[config.mk]
export PLATFORM = sky130hd
export DESIGN_NAME = keypad_scanner
export DESIGN_NICKNAME = d
export VERILOG_FILES = /design/src/rtl/keypad_scanner_pkg.sv /design/src/rtl/keypad_scanner_tick_sync.sv /design/src/rtl/keypad_scanner.sv
export SDC_FILE = /design/constraint.sdc
export NUM_CORES = 1
export LEC_CHECK = 0
export BUFFER_PORTS_ARGS = -buffer_cell sky130_fd_sc_hd__buf_2
export CELL_PAD_IN_SITES_DETAIL_PLACEMENT = 2
export CELL_PAD_IN_SITES_GLOBAL_PLACEMENT = 2
export CORE_AREA = 4 4 61 63
export DETAILED_ROUTE_END_ITERATION = 7
export DIE_AREA = 0 0 65 67
export PLACE_DENSITY = 0.81
export SYNTH_ARGS = -nofsm -noshare
export SYNTH_HDL_FRONTEND = slang
export SYNTH_HIERARCHICAL = 1
export SYNTH_SLANG_ARGS = --single-unit
[constraint.sdc]
create_clock -name clk_in -period 2.6 [get_ports clk_in]
set_input_delay 0.52 -clock clk_in [delete_from_list [all_inputs] [get_ports clk_in]]
set_output_delay 0.52 -clock clk_in [all_outputs]
set_load 0.02 [all_outputs]
[src/rtl/keypad_scanner_pkg.sv]
// Shared types, sizes and helpers for the 4x4 keypad scanner.
package keypad_scanner_pkg;

    typedef enum logic [1:0] {
        SCAN     = 2'd0,
        DEBOUNCE = 2'd1,
        REPORT   = 2'd2,
        RELEASE  = 2'd3
    } state_t;

    localparam int          KEY_W    = 4;
    localparam int          ROWS     = 4;
    localparam int          COLS     = 4;
    localparam logic [3:0]  ROW_IDLE = 4'b1110;

    // Index of the lowest active-low column; column 0 has the highest priority.
    // Callers only use the result when at least one column is low.
    function automatic logic [1:0] lowest_zero(input logic [COLS-1:0] col);
        lowest_zero = 2'd0;
        for (int i = COLS - 1; i >= 0; i--) begin
            if (!col[i]) begin
                lowest_zero = 2'(i);
            end
        end
    endfunction

    // Active-low one-cold row drive for a given row index.
    function automatic logic [ROWS-1:0] row_drive(input logic [1:0] idx);
        row_drive = ~((~ROW_IDLE) << idx);
    endfunction

endpackage

[src/rtl/keypad_scanner_tick_sync.sv]
// Turns every edge of the divided scan clock into a one-cycle tick in the
// system clock domain. The divided clock is only ever sampled as data.
module tick_sync (
    input  logic clk_in,
    input  logic rst_n,
    input  logic slow_clk_i,
    output logic tick_o
);

    // Two metastability stages followed by one history stage.
    logic [2:0] sync_q;

    // Shift the sampled divided clock through the three flops; idle level is 1.
    always_ff @(posedge clk_in or negedge rst_n) begin
        if (!rst_n) begin
            sync_q <= 3'b111;
        end else begin
            sync_q <= {sync_q[1:0], slow_clk_i};
        end
    end

    // Any difference between the synchronized value and its history is an edge.
    assign tick_o = sync_q[1] ^ sync_q[2];

endmodule

[src/rtl/keypad_scanner.sv]
// 4x4 matrix keypad scanner: walks the rows once per scan tick, debounces the
// columns over DEBOUNCE_TICKS ticks and reports one code per key press.
module keypad_scanner
    import keypad_scanner_pkg::*;
#(
    parameter int DEBOUNCE_TICKS = 4,
    parameter int CNT_W          = 3
) (
    input  logic             clk_in,
    input  logic             rst_n,
    input  logic             slow_clk,
    input  logic [COLS-1:0]  col_n,
    output logic [ROWS-1:0]  row_n,
    output logic [KEY_W-1:0] key_code,
    output logic             key_valid,
    output logic             key_held
);

    localparam logic [CNT_W-1:0] CNT_DONE = CNT_W'(DEBOUNCE_TICKS);

    logic tick;

    tick_sync u_tick_sync (
        .clk_in     (clk_in),
        .rst_n      (rst_n),
        .slow_clk_i (slow_clk),
        .tick_o     (tick)
    );

    logic [COLS-1:0]  col_meta_q, col_s_q;
    state_t           state_q, state_d;
    logic [1:0]       row_idx_q, row_idx_d;
    logic [1:0]       col_idx_q, col_idx_d;
    logic [CNT_W-1:0] cnt_q, cnt_d, cnt_inc;
    logic [KEY_W-1:0] key_code_q, key_code_d;
    logic             key_valid_q, key_valid_d;
    logic             key_held_q, key_held_d;
    logic             all_high;
    logic [1:0]       win_col;

    // Bring the asynchronous columns into the clk_in domain; idle level is all-high.
    always_ff @(posedge clk_in or negedge rst_n) begin
        if (!rst_n) begin
            col_meta_q <= '1;
            col_s_q    <= '1;
        end else begin
            col_meta_q <= col_n;
            col_s_q    <= col_meta_q;
        end
    end

    assign all_high = (col_s_q == '1);
    assign win_col  = lowest_zero(col_s_q);
    // The counter never wraps: it holds once it reaches the accept threshold.
    assign cnt_inc  = (cnt_q >= CNT_DONE) ? cnt_q : cnt_q + 1'b1;

    // Scanner state register and registered outputs.
    always_ff @(posedge clk_in or negedge rst_n) begin
        if (!rst_n) begin
            state_q     <= SCAN;
            row_idx_q   <= '0;
            col_idx_q   <= '0;
            cnt_q       <= '0;
            key_code_q  <= '0;
            key_valid_q <= 1'b0;
            key_held_q  <= 1'b0;
        end else begin
            state_q     <= state_d;
            row_idx_q   <= row_idx_d;
            col_idx_q   <= col_idx_d;
            cnt_q       <= cnt_d;
            key_code_q  <= key_code_d;
            key_valid_q <= key_valid_d;
            key_held_q  <= key_held_d;
        end
    end

    // Next-state logic: every move except leaving REPORT waits for a scan tick.
    always_comb begin
        state_d     = state_q;
        row_idx_d   = row_idx_q;
        col_idx_d   = col_idx_q;
        cnt_d       = cnt_q;
        key_code_d  = key_code_q;
        key_valid_d = 1'b0;
        key_held_d  = key_held_q;
        case (state_q)
            SCAN: begin
                if (tick) begin
                    if (all_high) begin
                        row_idx_d = row_idx_q + 1'b1;
                    end else begin
                        col_idx_d = win_col;
                        cnt_d     = CNT_W'(1);
                        state_d   = DEBOUNCE;
                    end
                end
            end
            DEBOUNCE: begin
                if (tick) begin
                    if (!all_high && (win_col == col_idx_q)) begin
                        cnt_d = cnt_inc;
                        if (cnt_inc >= CNT_DONE) begin
                            state_d = REPORT;
                        end
                    end else begin
                        cnt_d     = '0;
                        row_idx_d = row_idx_q + 1'b1;
                        state_d   = SCAN;
                    end
                end
            end
            REPORT: begin
                // Code, strobe and held flag all become visible on the same edge.
                key_code_d  = {row_idx_q, col_idx_q};
                key_valid_d = 1'b1;
                key_held_d  = 1'b1;
                cnt_d       = '0;
                state_d     = RELEASE;
            end
            RELEASE: begin
                if (tick) begin
                    if (all_high) begin
                        if (cnt_inc >= CNT_DONE) begin
                            key_held_d = 1'b0;
                            cnt_d      = '0;
                            row_idx_d  = row_idx_q + 1'b1;
                            state_d    = SCAN;
                        end else begin
                            cnt_d = cnt_inc;
                        end
                    end else begin
                        cnt_d = '0;
                    end
                end
            end
            default: begin
                state_d = SCAN;
            end
        endcase
    end

    assign row_n     = row_drive(row_idx_q);
    assign key_code  = key_code_q;
    assign key_valid = key_valid_q;
    assign key_held  = key_held_q;

endmodule

; Word level (Yosys, flattened, before mapping)
; Cells that the tools add are included.
[totals]
out_inout_bits = 10
input_bits = 7
register_bits = 26
wordCells = 77
[op_classes]
order_cmp = 2
muxes = 35
bitwise = 3
shifts = 1
add_sub_neg = 2
eq_ne = 14
n_reduce_logical = 10
[ops]
columns = op, count
row1 = two-way mux 2 bit, 19
row2 = two-way mux 3 bit, 8
row3 = != test 2 bit (second input constant), 8
row4 = case mux 3 bit (4 select lines), 1
row5 = case mux 2 bit (4 select lines), 1
row6 = AND reduction 4 bit, 2
row7 = AND reduction 8 bit, 1
row8 = AND reduction 7 bit, 1
row9 = greater-or-equal comparator 3 bit (second input constant), 2
row10 = case mux 2 bit (3 select lines), 1
row11 = == test 2 bit (second input constant), 2
row12 = == test 4 bit (second input constant), 1
row13 = two-way mux 1 bit, 4
row14 = inverter 4 bit, 1
row15 = << shifter 1 x 2 -> 4 bit (first input constant), 1
row16 = adder 3 x 1 -> 3 bit (second input constant), 1
row17 = != test 3 bit (second input constant), 1
row18 = AND reduction 3 bit, 1
row19 = nonzero test 3 bit, 1
row20 = adder 2 x 1 -> 2 bit (second input constant), 1
row21 = == test 2 x 1 -> 1 bit (second input constant), 1
row22 = == test 2 bit, 1
row23 = zero test 2 bit, 1
row24 = case mux 1 bit (2 select lines), 1
row25 = 5 further kinds, 5

; Logic depth before layout (Yosys ltp)
[depth]
ltp_word = 9
mapped_depth = 6
depth_no_buf = 6

; Modules after synthesis
; Netlist, hierarchy kept.
[modules_own_cells]
columns = mod, seq_area_each_um2, area_each_um2, instances, cells_each
row1 = keypad_scanner, 585.6, 1084.8, 1, 102
row2 = tick_sync, 78.8, 87.6, 1, 4

; Worst setup path before layout
; OpenSTA, ideal clock, no wires.
[synth_timing]
path_kind = register -> register
start = register col_s_q[1]
end = register row_idx_q[1]
slack_ps = 944
setup_ps = 125
n_path_buf = 1
arrival_time_ps = 1531
path_stages_with_launch = 7
synth_period_minus_slack_ps = 1656
t_required_ps = 2475
cell_sequence = dfstp_2 buf_2 nand4_1 nor2_2 a211o_1 nand3_2 mux2_4
[synth_via]
elab_chain_len = 6
elab_cells_between_ends = 10
classes_between = eq/ne (5) / mux (2) / reduce/logical (3)
[synth_lines]
columns = item, line_no
row1 = start: declaration, keypad_scanner.sv:30  ; logic [COLS-1:0] col_meta_q, col_s_q;
row2 = start signal: assignment, keypad_scanner.sv:48  ; col_s_q <= col_meta_q;
row3 = two-way mux 2 bit (2 in series), keypad_scanner_pkg.sv:21  ; if (!col[i]) begin
row4 = == test 2 bit, keypad_scanner.sv:101  ; if (!all_high && (win_col == col_idx_q)) begin
row5 = logical AND 1 bit, keypad_scanner.sv:101
row6 = != test 2 bit (no line), n/a
row7 = AND reduction 8 bit (no line) *, n/a
row8 = end signal: assignment, keypad_scanner.sv:69  ; row_idx_q <= row_idx_d;
row9 = end: declaration, keypad_scanner.sv:32  ; logic [1:0] row_idx_q, row_idx_d;
; Every way passes the cells marked *; elsewhere a longest branch is shown, timed or not.
; A chain may end at the register's enable or synchronous reset.

; Worst setup path in the final report
[layout_timing]
start = register u_tick_sync.sync_q[1]
end = register cnt_q[1]
[layout_via]
elab_chain_len = 3
elab_cells_between_ends = 5
classes_between = eq/ne (3) / bitwise (1) / reduce/logical (1)
[layout_lines]
columns = item, line_no
row1 = start: declaration, keypad_scanner_tick_sync.sv:11  ; logic [2:0] sync_q;
row2 = start signal: assignment, keypad_scanner_tick_sync.sv:18  ; sync_q <= {sync_q[1:0], slow_clk_i};
row3 = XOR 1 bit *, keypad_scanner_tick_sync.sv:23  ; assign tick_o = sync_q[1] ^ sync_q[2];
row4 = named net tick, keypad_scanner.sv:21  ; logic tick;
row5 = != test 2 bit (no line), n/a
row6 = AND reduction 4 bit (no line) *, n/a
row7 = end signal: assignment, keypad_scanner.sv:71  ; cnt_q <= cnt_d;
row8 = end: declaration, keypad_scanner.sv:34  ; logic [CNT_W-1:0] cnt_q, cnt_d, cnt_inc;
; The timed path passes the listed nets; every way through them passes the cells marked *.

==> results_dict.tcl <==
set metrics [dict create \
    drtIter0Drc 10 \
    end_kind "flip-flop" \
    synth-xor-area-share 0.0149 \
    cp-start-kind "flip-flop" \
    hold_path_class "input pin to async pin" \
    synth_ff_type "dfrtp_1" \
    synth_compound_area_frac 0.117 \
    setup_tns_ns 0 \
    yosysSeqAreaShare 0.567 \
    syn_area_mm2 0.00117 \
    fillers 350 \
    die_x_um 65 \
    fin_util 0.416 \
    fin_skew_ns 0.0108 \
    cap_violations 0 \
    antenna_found_initial 0 \
    dp_hpwl_mm 1.96 \
    cts_sinks 26 \
    vias 821 \
    wl_mm 2.67 \
    setup_ws_ns 0.763 \
    cts_tree "done" \
    yosys.area.top_type_share 0.320 \
    path_class "flip-flop to flip-flop" \
    hold_violations 0 \
    post_dp_cell_area_mm2 0.00130 \
    yosysWarnings 6 \
    cts_resized 0 \
    placementRows 21 \
    grt-ovfl-total 0 \
    worstPathRequired_ns 2.84 \
    n_antenna_cell 0 \
    drt-pass1-iter-count 4 \
    ys_ff_latch 26 \
    syn-mean-instance-area_um2 11.1 \
    clkTransAtPathRegs_ns 0.15 \
    post-place-ws_ns 0.786 \
    synthTopCellsByArea "dfrtp_1 32%, dfstp_2 25%, ha_1 7.5%" \
    status "finished, final reports clean" \
    wire_per_inst_um 15.8 \
    synth_top_family_by_area "simple AND/OR/NAND/NOR gates" \
    cts_setup_buffers 0 \
    grt_max_degree 27 \
    synthMuxAreaShare 0.0320 \
    synthCells 106 \
    vias_per_cell 4.86 \
    synth_largest_area_cell "dfrtp_1" \
    cts_max_path_buffers 2 \
    drv_slew 0 \
    port_buffers 16 \
    core_mm2 0.00323 \
    die_area_mm2 0.00436 \
    postCtsHoldBufs 0 \
    rsz0062_at_grt "false" \
    fin_nets 138 \
    synth-simple-area-share 0.144 \
    pin_count 17 \
    place.gp.congestion 0.855 \
    layout_min_cycle_time_ns 1.84 \
    synth.net_count 120 \
    final_cell_mix "16 x buf_2, 15 x dfrtp_1, 14 x nand2_1" \
    max-slew-margin-rel 0.585 \
    final_area_mm2 0.00134 \
    clk_latency_ns 0.32 \
    finalPower_mw 1.42 \
    drive_gt1_frac 0.317 \
    post-route-drc-count 0 \
    period_share 0.706 \
    arrival_ns 2.07 \
    grt_pass1_vias 986 \
    setup_violations 0 \
    path_max_fanout 8 \
    synth_cell_types 32 \
    fmax_mhz 544 \
    numCtsBuffers 3 \
    synth_edf_count 0 \
    cts.htree.levels 1 \
    synthArstFlopShare 1.00 \
    synth_fa_ha_area_frac 0.0747 \
    ant_nets 0 \
    tightest_slew_ns 0.621 \
    syn_to_final_growth_pct 14.6 \
    grt_pass1_wl_mm 4.58 \
    grtUsageTotal 0.138 \
    powerDensity_mw_per_mm2 1060 \
    start_util 0.363 \
    die_h_um 67 \
    max-vdd-ir-drop_mv 0.424 \
    root_buffer "clkbuf_4" \
    layout_commonest_cell "buf_2" \
    p_leak_nw 0.649 \
]
[final timing paths]
kind | start | depth (start not counted) | slack (ns) | end
worst max-delay path | u_tick_sync/sync_q[1] | 5 | 0.76 | cnt_q[1]
max in group asynchronous | rst_n | 1 | 2.05 | col_s_q[3]
worst min register to register | col_meta_q[0] | 0 | 0.37 | col_s_q[0]
min in group clk_in | col_n[1] | 1 | 0.28 | col_meta_q[1]
worst min-delay path | rst_n | 1 | 0.16 | cnt_q[1]
worst max register to register | u_tick_sync/sync_q[1] | 5 | 0.76 | cnt_q[1]
[area by class of cell]
type | count | area (um^2) | share of cell area
sequential | 26 | 664 | 0.494
multi-input combinational | 65 | 449 | 0.334
timing repair buffer | 16 | 80.1 | 0.0596
tap | 46 | 57.6 | 0.0428
clock buffer | 4 | 47.5 | 0.0354
inverter | 12 | 45.0 | 0.0335
[cells in the mapped netlist, types with 2 or more instances]
cell type / instances
nand4_1: 3
nand2_1: 14
dfrtp_1: 15
a21oi_1: 5
nor2_1: 5
inv_1: 12
a211o_1: 2
o21ai_0: 4
ha_1: 7
mux2_2: 2
buf_2: 2
dfstp_2: 11
nand3_1: 4
nand2b_1: 2
[cell families (layout without fill, tap and decap cells)]
kind of cell               Yosys count  count (layout)
xor gates and xnor gates             2               2
muxes                                3               3
DFF                                 26              26
AOI/OAI and AO/OA                   19              19
and+or+nand+nor                     34              34
buffers and inverters               15              32
adders and majority gates            7               7
[stage by stage]
step | hold WS [ns] | cells
floorplan | 0.224 | 106
global placement | 0.346 | 165
detailed placement | 0.348 | 165
CTS | 0.174 | 169
global route | 0.190 | 169
finish | 0.162 | 169
[power by group]
group | switching [mW] | internal (mW)
Sequential | 0.114 | 0.517
Combinational | 0.335 | 0.219
Clock | 0.123 | 0.117
[critical path, stage by stage, from the launching register on]
cell     delay (ns)
dfstp_2        0.56
xor2_1         0.51
o21ai_0        0.24
nand2_1        0.17
inv_1          0.07
a32o_1         0.20
[routing by layer]
layer  part of all wire  global-route usage  vias up
li1                   -                   -      390
met5                  0                   0        -
met2               0.53               0.250       14
met3              0.023              0.0169        8
met1               0.42               0.159      409
met4              0.025              0.0686        0
[sequential cells by signal, indices dropped and copies added, names as in the netlist, named ones only]
register / flops
col_idx_q: 2
u_tick_sync/sync_q: 3
state_q: 1
key_code: 4
key_held: 1
cnt_q: 3
col_meta_q: 4
key_valid: 1
row_idx_q: 2
col_s_q: 4
Power figures use the tool's default switching activity.
